[config.mk]
export PLATFORM = sky130hd
export DESIGN_NAME = multicycle_ctrl
export DESIGN_NICKNAME = d
export VERILOG_FILES = /design/src/rtl/multicycle_pkg.sv /design/src/rtl/mc_alu_decoder.sv /design/src/rtl/multicycle_ctrl.sv
export SDC_FILE = /design/constraint.sdc
export NUM_CORES = 1
export LEC_CHECK = 0
export BUFFER_PORTS_ARGS = -buffer_cell sky130_fd_sc_hd__buf_2
export CAP_MARGIN = 10
export CORE_MARGIN = 2
export CORE_UTILIZATION = 44
export DETAILED_ROUTE_END_ITERATION = 10
export PLACE_DENSITY_LB_ADDON = 0.08
export SLEW_MARGIN = 40
export SYNTH_ARGS = -nofsm -noshare
export SYNTH_HDL_FRONTEND = slang
export SYNTH_SLANG_ARGS = --single-unit
export TNS_END_PERCENT = 100
[constraint.sdc]
create_clock -name clk -period 2.7 [get_ports clk]
set_input_delay 0.27 -clock clk [delete_from_list [all_inputs] [get_ports clk]]
set_output_delay 0.27 -clock clk [all_outputs]
set_load 0.01 [all_outputs]
[src/rtl/multicycle_pkg.sv]
// Shared encodings for the multi-cycle MIPS control path: opcodes, functs, states and mux selects.
// Imported by multicycle_ctrl and mc_alu_decoder.
package multicycle_pkg;

    localparam logic [5:0] OP_RTYPE = 6'b000000;
    localparam logic [5:0] OP_LW    = 6'b100011;
    localparam logic [5:0] OP_SW    = 6'b101011;
    localparam logic [5:0] OP_BEQ   = 6'b000100;
    localparam logic [5:0] OP_ADDI  = 6'b001000;
    localparam logic [5:0] OP_J     = 6'b000010;

    localparam logic [5:0] FUNCT_ADD = 6'b100000;
    localparam logic [5:0] FUNCT_SUB = 6'b100010;
    localparam logic [5:0] FUNCT_AND = 6'b100100;
    localparam logic [5:0] FUNCT_OR  = 6'b100101;
    localparam logic [5:0] FUNCT_SLT = 6'b101010;

    typedef enum logic [3:0] {
        S_FETCH   = 4'd0,
        S_DECODE  = 4'd1,
        S_MEMADR  = 4'd2,
        S_MEMRD   = 4'd3,
        S_MEMWB   = 4'd4,
        S_MEMWR   = 4'd5,
        S_EXECUTE = 4'd6,
        S_ALUWB   = 4'd7,
        S_BRANCH  = 4'd8,
        S_ADDIEX  = 4'd9,
        S_ADDIWB  = 4'd10,
        S_JUMP    = 4'd11
    } state_e;

    localparam logic [2:0] ALU_AND = 3'b000;
    localparam logic [2:0] ALU_OR  = 3'b001;
    localparam logic [2:0] ALU_ADD = 3'b010;
    localparam logic [2:0] ALU_SUB = 3'b110;
    localparam logic [2:0] ALU_SLT = 3'b111;

    // NONE keeps alu_control at 000 in states that do not use the ALU.
    localparam logic [1:0] ALUOP_NONE  = 2'b00;
    localparam logic [1:0] ALUOP_ADD   = 2'b01;
    localparam logic [1:0] ALUOP_SUB   = 2'b10;
    localparam logic [1:0] ALUOP_FUNCT = 2'b11;

    localparam logic [1:0] SRCB_REG    = 2'b00;
    localparam logic [1:0] SRCB_FOUR   = 2'b01;
    localparam logic [1:0] SRCB_IMM    = 2'b10;
    localparam logic [1:0] SRCB_IMM_SH = 2'b11;

    localparam logic [1:0] PCSRC_ALU    = 2'b00;
    localparam logic [1:0] PCSRC_ALUOUT = 2'b01;
    localparam logic [1:0] PCSRC_JUMP   = 2'b10;

endpackage

[src/rtl/mc_alu_decoder.sv]
// Combinational ALU control decode: fixed add/sub from the FSM, or R-type funct decode.
module mc_alu_decoder
    import multicycle_pkg::*;
(
    input  logic [1:0] aluop_i,
    input  logic [5:0] funct_i,
    output logic [2:0] alu_control_o
);

    always_comb begin
        alu_control_o = 3'b000;
        unique case (aluop_i)
            ALUOP_ADD: alu_control_o = ALU_ADD;
            ALUOP_SUB: alu_control_o = ALU_SUB;
            ALUOP_FUNCT: begin
                case (funct_i)
                    FUNCT_ADD: alu_control_o = ALU_ADD;
                    FUNCT_SUB: alu_control_o = ALU_SUB;
                    FUNCT_AND: alu_control_o = ALU_AND;
                    FUNCT_OR:  alu_control_o = ALU_OR;
                    FUNCT_SLT: alu_control_o = ALU_SLT;
                    default:   alu_control_o = 3'b000;
                endcase
            end
            default: alu_control_o = 3'b000;
        endcase
    end

endmodule

[src/rtl/multicycle_ctrl.sv]
// Multi-cycle MIPS control FSM driving all datapath selects and write enables.
// MULTICYCLE_MEM_HANDSHAKE_EN adds mem_ready/mem_req and stalls memory states until ready.
module multicycle_ctrl
    import multicycle_pkg::*;
#(
    parameter int unsigned STATE_W = 4
) (
    input  logic               clk,
    input  logic               rst,
    input  logic [5:0]         op,
    input  logic [5:0]         funct,
    input  logic               zero,
`ifdef MULTICYCLE_MEM_HANDSHAKE_EN
    input  logic               mem_ready,
    output logic               mem_req,
`endif
    output logic               pc_en,
    output logic               iord,
    output logic               mem_write,
    output logic               ir_write,
    output logic               reg_dst,
    output logic               mem_to_reg,
    output logic               reg_write,
    output logic               alu_src_a,
    output logic [1:0]         alu_src_b,
    output logic [1:0]         pc_src,
    output logic [2:0]         alu_control,
    output logic               illegal_op,
    output logic               instr_done,
    output logic [STATE_W-1:0] state_o
);

    state_e     state_q, state_d, dec_state;
    logic       pc_write, branch, mem_rdy;
    logic [1:0] aluop;

`ifdef MULTICYCLE_MEM_HANDSHAKE_EN
    assign mem_rdy = mem_ready;
    assign mem_req = (dec_state == S_FETCH) || (dec_state == S_MEMRD) || (dec_state == S_MEMWR);
`else
    assign mem_rdy = 1'b1;
`endif

    // During reset the outputs decode as FETCH; write enables are masked below.
    assign dec_state = rst ? S_FETCH : state_q;

    always_ff @(posedge clk) begin
        if (rst) begin
            state_q <= S_FETCH;
        end else begin
            state_q <= state_d;
        end
    end

    always_comb begin
        state_d    = S_FETCH;
        pc_write   = 1'b0;
        branch     = 1'b0;
        iord       = 1'b0;
        mem_write  = 1'b0;
        ir_write   = 1'b0;
        reg_dst    = 1'b0;
        mem_to_reg = 1'b0;
        reg_write  = 1'b0;
        alu_src_a  = 1'b0;
        alu_src_b  = SRCB_REG;
        pc_src     = PCSRC_ALU;
        aluop      = ALUOP_NONE;
        illegal_op = 1'b0;
        instr_done = 1'b0;
        case (dec_state)
            S_FETCH: begin
                alu_src_b = SRCB_FOUR;
                aluop     = ALUOP_ADD;
                ir_write  = mem_rdy;
                pc_write  = mem_rdy;
                state_d   = mem_rdy ? S_DECODE : S_FETCH;
            end
            S_DECODE: begin
                alu_src_b = SRCB_IMM_SH;
                aluop     = ALUOP_ADD;
                case (op)
                    OP_LW, OP_SW: state_d = S_MEMADR;
                    OP_RTYPE:     state_d = S_EXECUTE;
                    OP_BEQ:       state_d = S_BRANCH;
                    OP_ADDI:      state_d = S_ADDIEX;
                    OP_J:         state_d = S_JUMP;
                    default: begin
                        state_d    = S_FETCH;
                        illegal_op = 1'b1;
                    end
                endcase
            end
            S_MEMADR: begin
                alu_src_a = 1'b1;
                alu_src_b = SRCB_IMM;
                aluop     = ALUOP_ADD;
                state_d   = (op == OP_SW) ? S_MEMWR : S_MEMRD;
            end
            S_MEMRD: begin
                iord    = 1'b1;
                state_d = mem_rdy ? S_MEMWB : S_MEMRD;
            end
            S_MEMWB: begin
                mem_to_reg = 1'b1;
                reg_write  = 1'b1;
                instr_done = 1'b1;
            end
            S_MEMWR: begin
                iord       = 1'b1;
                mem_write  = 1'b1;
                instr_done = mem_rdy;
                state_d    = mem_rdy ? S_FETCH : S_MEMWR;
            end
            S_EXECUTE: begin
                alu_src_a = 1'b1;
                aluop     = ALUOP_FUNCT;
                state_d   = S_ALUWB;
            end
            S_ALUWB: begin
                reg_dst    = 1'b1;
                reg_write  = 1'b1;
                instr_done = 1'b1;
            end
            S_BRANCH: begin
                alu_src_a  = 1'b1;
                aluop      = ALUOP_SUB;
                pc_src     = PCSRC_ALUOUT;
                branch     = 1'b1;
                instr_done = 1'b1;
            end
            S_ADDIEX: begin
                alu_src_a = 1'b1;
                alu_src_b = SRCB_IMM;
                aluop     = ALUOP_ADD;
                state_d   = S_ADDIWB;
            end
            S_ADDIWB: begin
                reg_write  = 1'b1;
                instr_done = 1'b1;
            end
            S_JUMP: begin
                pc_src     = PCSRC_JUMP;
                pc_write   = 1'b1;
                instr_done = 1'b1;
            end
            default: state_d = S_FETCH;
        endcase
        if (rst) begin
            pc_write  = 1'b0;
            branch    = 1'b0;
            ir_write  = 1'b0;
            reg_write = 1'b0;
            mem_write = 1'b0;
        end
    end

    assign pc_en   = pc_write | (branch & zero);
    assign state_o = STATE_W'(state_q);

    mc_alu_decoder u_alu_dec (
        .aluop_i       (aluop),
        .funct_i       (funct),
        .alu_control_o (alu_control)
    );

endmodule

**Word-level counts from Yosys, hierarchy flattened**

Cells that the tools add are included.
Widths: inputs -> output; s select.

- Equal/unequal tests: 23
- Muxes and demuxes: 26
- Bitwise gates (word level): 2
- Reduce and logical (&&, ||, !) cells: 11

Operators by type and width:

| kind | number |
|---|---|
| $eq 6x6->1 const B | 6 |
| $pmux 4 s6 | 1 |
| $pmux 4 s5 | 1 |
| $mux 1 | 17 |
| $eq 4x3->1 const B | 4 |
| $eq 4x4->1 const B | 4 |
| $pmux 2 s3 | 2 |
| $pmux 3 s4 | 1 |
| $reduce_or 6->1 | 2 |
| $pmux 3 s3 | 1 |
| $eq 4x2->1 const B | 2 |
| $reduce_or 2->1 | 4 |
| $reduce_or 4->1 | 2 |
| $eq 6x2->1 const B | 1 |
| $eq 6x3->1 const B | 1 |
| $eq 6x4->1 const B | 1 |
| $logic_not 6->1 | 1 |
| $eq 2x2->1 const B | 2 |
| $eq 4x1->1 const B | 1 |
| $logic_not 4->1 | 1 |
| $mux 4 | 1 |
| $pmux 2 s2 | 1 |
| $mux 3 | 1 |
| $reduce_or 3->1 | 1 |
| other kinds (3) | 3 |

- Bits in registers: 4
- Input bits: 15
- Output and inout bits: 21
- Logic and storage cells: 63

**Depth between registers and ports, before layout**

- Depth in word-level cells: 6
- Depth in mapped cells: 5
- Mapped depth without buffers: 4

**Hierarchy**

Synthesis repeated with hierarchy kept, for this count alone.

- Cells, all modules: 89
- Area total of the unflattened synthesis: 608.1 µm²

By module, submodules not included:

| module | times used | cells each | area each (µm²) | sequential area each (µm²) |
|---|---|---|---|---|
| multicycle_ctrl | 1 | 77 | 510.5 | 80.1 |
| mc_alu_decoder | 1 | 12 | 97.6 | 0.0 |

**Least setup slack after synthesis**

Ideal clock, no wire load.

- Kind: reg-to-output
- From: register state_q[0], in the netlist state_o[0]
- To: output port illegal_op
- Arrival time: 1.280 ns
- Required time: 2.430 ns
- Path slack: 1.150 ns
- Stages on the path, launching flop included: 3
- Buffers on the path: 0
- Path through: dfxtp_1 > or4b_4 > nor3_1

- Longest elaborated chain between the ends: 3

Ends and longest elaborated chain:

| what | RTL line | text |
|---|---|---|
| from (decl) | multicycle_ctrl.sv:33 | `state_e state_q, state_d, dec_state;` |
| from (signal assigned) | multicycle_ctrl.sv:51 | `state_q <= state_d;` |
| $mux 4 | multicycle_ctrl.sv:45 | `assign dec_state = rst ? S_FETCH : state_q;` |
| $eq 4x1->1 | multicycle_ctrl.sv:71 | `case (dec_state)` |
| $mux 1 | multicycle_ctrl.sv:71 |  |
| to (decl) | multicycle_ctrl.sv:28 | `output logic illegal_op,` |

Every way passes these cells.

**Worst setup path in the final report**

Ends and elaborated chain as after synthesis.

==> out/metrics.yaml <==
status: "complete, no violations"
numCtsBuffers: 3
routedWlPerCell_um: 11.2
die-area_um2: 1630
fmax_ghz: 0.508
synth_commonest_cells: "nor2_1 (13), nand2_1 (6), nor3_1 (6)"
rrSetupSlack_ns: 1.15
layout-drive-gt1-share: 0.328
synth_ff_type: "dfxtp_1"
syn_inst: 90
hpwl_um: 1180
comb_power_share: 0.299
fin_nets: 139
required_ns: 2.43
fin_cells: 137
slew_headroom: 0.616
cap_violations: 0
pwr-share-clk: 0.359
place_area_um2: 747
die_y_um: 40.3
power.density_nw_per_um2: 260
synth_most_common_cell: "nor2_1"
stdcell_area_um2: 769
tightest_slew_ns: 0.575
io_buffer_count: 35
cts_sinks: 4
largest_reg_flops: 4
synth-edff-count: 0
min_period_ns: 1.97
synthArstFlopShare: 0
power_frac_seq: 0.342
swShare: 0.313
cts_resized: 0
setup_ws_ns: 0.730
critPathArrivalTime_ns: 1.70
coreArea_um2: 1270
min_path_type: "input port to flop"
antenna_found_initial: 0
grt_max_degree: 20
synthTopCellsByArea: "dfxtp_1 (14%), nor2_1 (8.4%), and3_1 (5.4%)"
worst_setup_path_start_kind: "flop"
cp_max_fo: 16
syn-cell-area_um2: 581
routabilityCongestion: 0.713
clockRootBuffer: "clkbuf_4"
ys_seq_elements: 4
grt_usage: 0.196
fin_skew_ns: 0.00295
remaining_drc_errors: 0
clkLatencyLatePin_ns: 0.23
setup-violations-final: 0
cts_tree: "done"
end_kind: "primary output"
switchingPower_mw: 0.0626
synth_nets: 105
n_antenna_cell: 0
drt_iter0_drc: 19
ios: 36
synth.distinct_cells: 31
drv_slew: 0
yosysSeqAreaShare: 0.138
cts_hold_buffers: 0
p_int_mw: 0.137
start_util: 0.458
vdd_drop_max_mv: 0.237
grt_pass1_vias: 515
cellLeakagePower_nw: 0.394
synth_top_cell_area_share: 0.138
yosys.area.top_type: "dfxtp_1"
avgSynthCellArea_um2: 6.45
postCtsSetupRepairBufs: 0
drt_first_pass_iters: 4
area_delta_synth_final_pct: 32.5
wirelength_um: 1540
post-route-period-util: 0.730
h-tree-depth: 1
grt_setup_unrepaired: "no"
clk_path_buf_depth: 2
num_vias: 736
fp-row-count: 13
finalHoldViolCount: 0
critical_path_class: "flop to primary output"
drtAntennaViolNets: 0
grt_pass1_wl_um: 2210
grt-ovfl-total: 0
viasPerCell: 5.37
pre_cts_slack_ns: 0.981
yosys_warnings: 0
fin_setup_tns_ns: 0
die_w_um: 40.3
placed_cells: 134
clk_pin_slew_ns: 0.04
metrics by stage:
step            util  hold slack [ns]  power (mW)
2_1_floorplan      -            0.445       0.102
3_3_place_gp   0.589            0.617       0.128
3_5_place_dp   0.589            0.615       0.129
4_1_cts        0.607            0.370       0.203
5_1_grt        0.607            0.414       0.214
6_report       0.607            0.377       0.200
metal layers:
metal	track usage	vias up	share of wire
li1	-	397	-
met1	0.259	323	0.46
met2	0.337	16	0.50
met3	0.0167	0	0.041
met4	0.0500	0	0
met5	0	-	0
final timing paths:
kind / from / to / depth (start not counted)
worst max register to register: state_o[0] / state_o[1] / 4
worst max-delay path: state_o[0] / illegal_op / 3
worst min-delay path: op[4] / state_o[1] / 4
worst min register to register: state_o[3] / state_o[3] / 2
layout by cell type, fill, tap and decap left out, drive strengths merged:
cell / instances
a211oi: 2
and2: 1
a2111oi: 1
xor2: 3
buf: 35
o211ai: 1
o31ai: 1
nand4: 1
nor4: 4
nor2: 13
nor2b: 4
o21ai: 5
inv: 3
a21o: 1
and3: 5
or4b: 1
nand2: 6
and4: 1
xnor2: 1
a21oi: 4
nor3: 6
dfxtp: 4
a31oi: 3
a41o: 1
a2bb2oi: 2
nand3: 5
clkbuf: 3
nand2b: 5
kinds of logic (layout without fill, tap and decap cells):
family | Yosys count | in the layout | share of synthesized area
compound gates | 21 | 21 | 0.237
xor+xnor | 4 | 4 | 0.0604
flops | 4 | 4 | 0.138
simple gates | 52 | 52 | 0.498
buf+inv | 9 | 41 | 0.0668
power groups by stage:
stage / Sequential (mW) / Clock (mW) / Combinational, mW
floorplan: 0.0657 / 0 / 0.0368
global placement: 0.0689 / 0 / 0.0587
detailed placement: 0.0691 / 0 / 0.0597
CTS: 0.0681 / 0.0753 / 0.0599
global route: 0.0694 / 0.0779 / 0.0667
finish: 0.0684 / 0.0718 / 0.0597
worst max-delay path, cell delays in order, from the launching register on:
cell     delay, ns
dfxtp_1       0.59
or4b_4        0.55
nor3_1        0.17
buf_2         0.15
area by class of cell:
cell class                      count  area [um^2]
Sequential cell                     4         80.1
Clock buffer                        3         22.5
Multi-Input combinational cell     77          462
Timing Repair Buffer               35          175
Fill cell                         145          499
Tap cell                           15         18.8
Inverter                            3         11.3
Power figures use the tool's default switching activity.
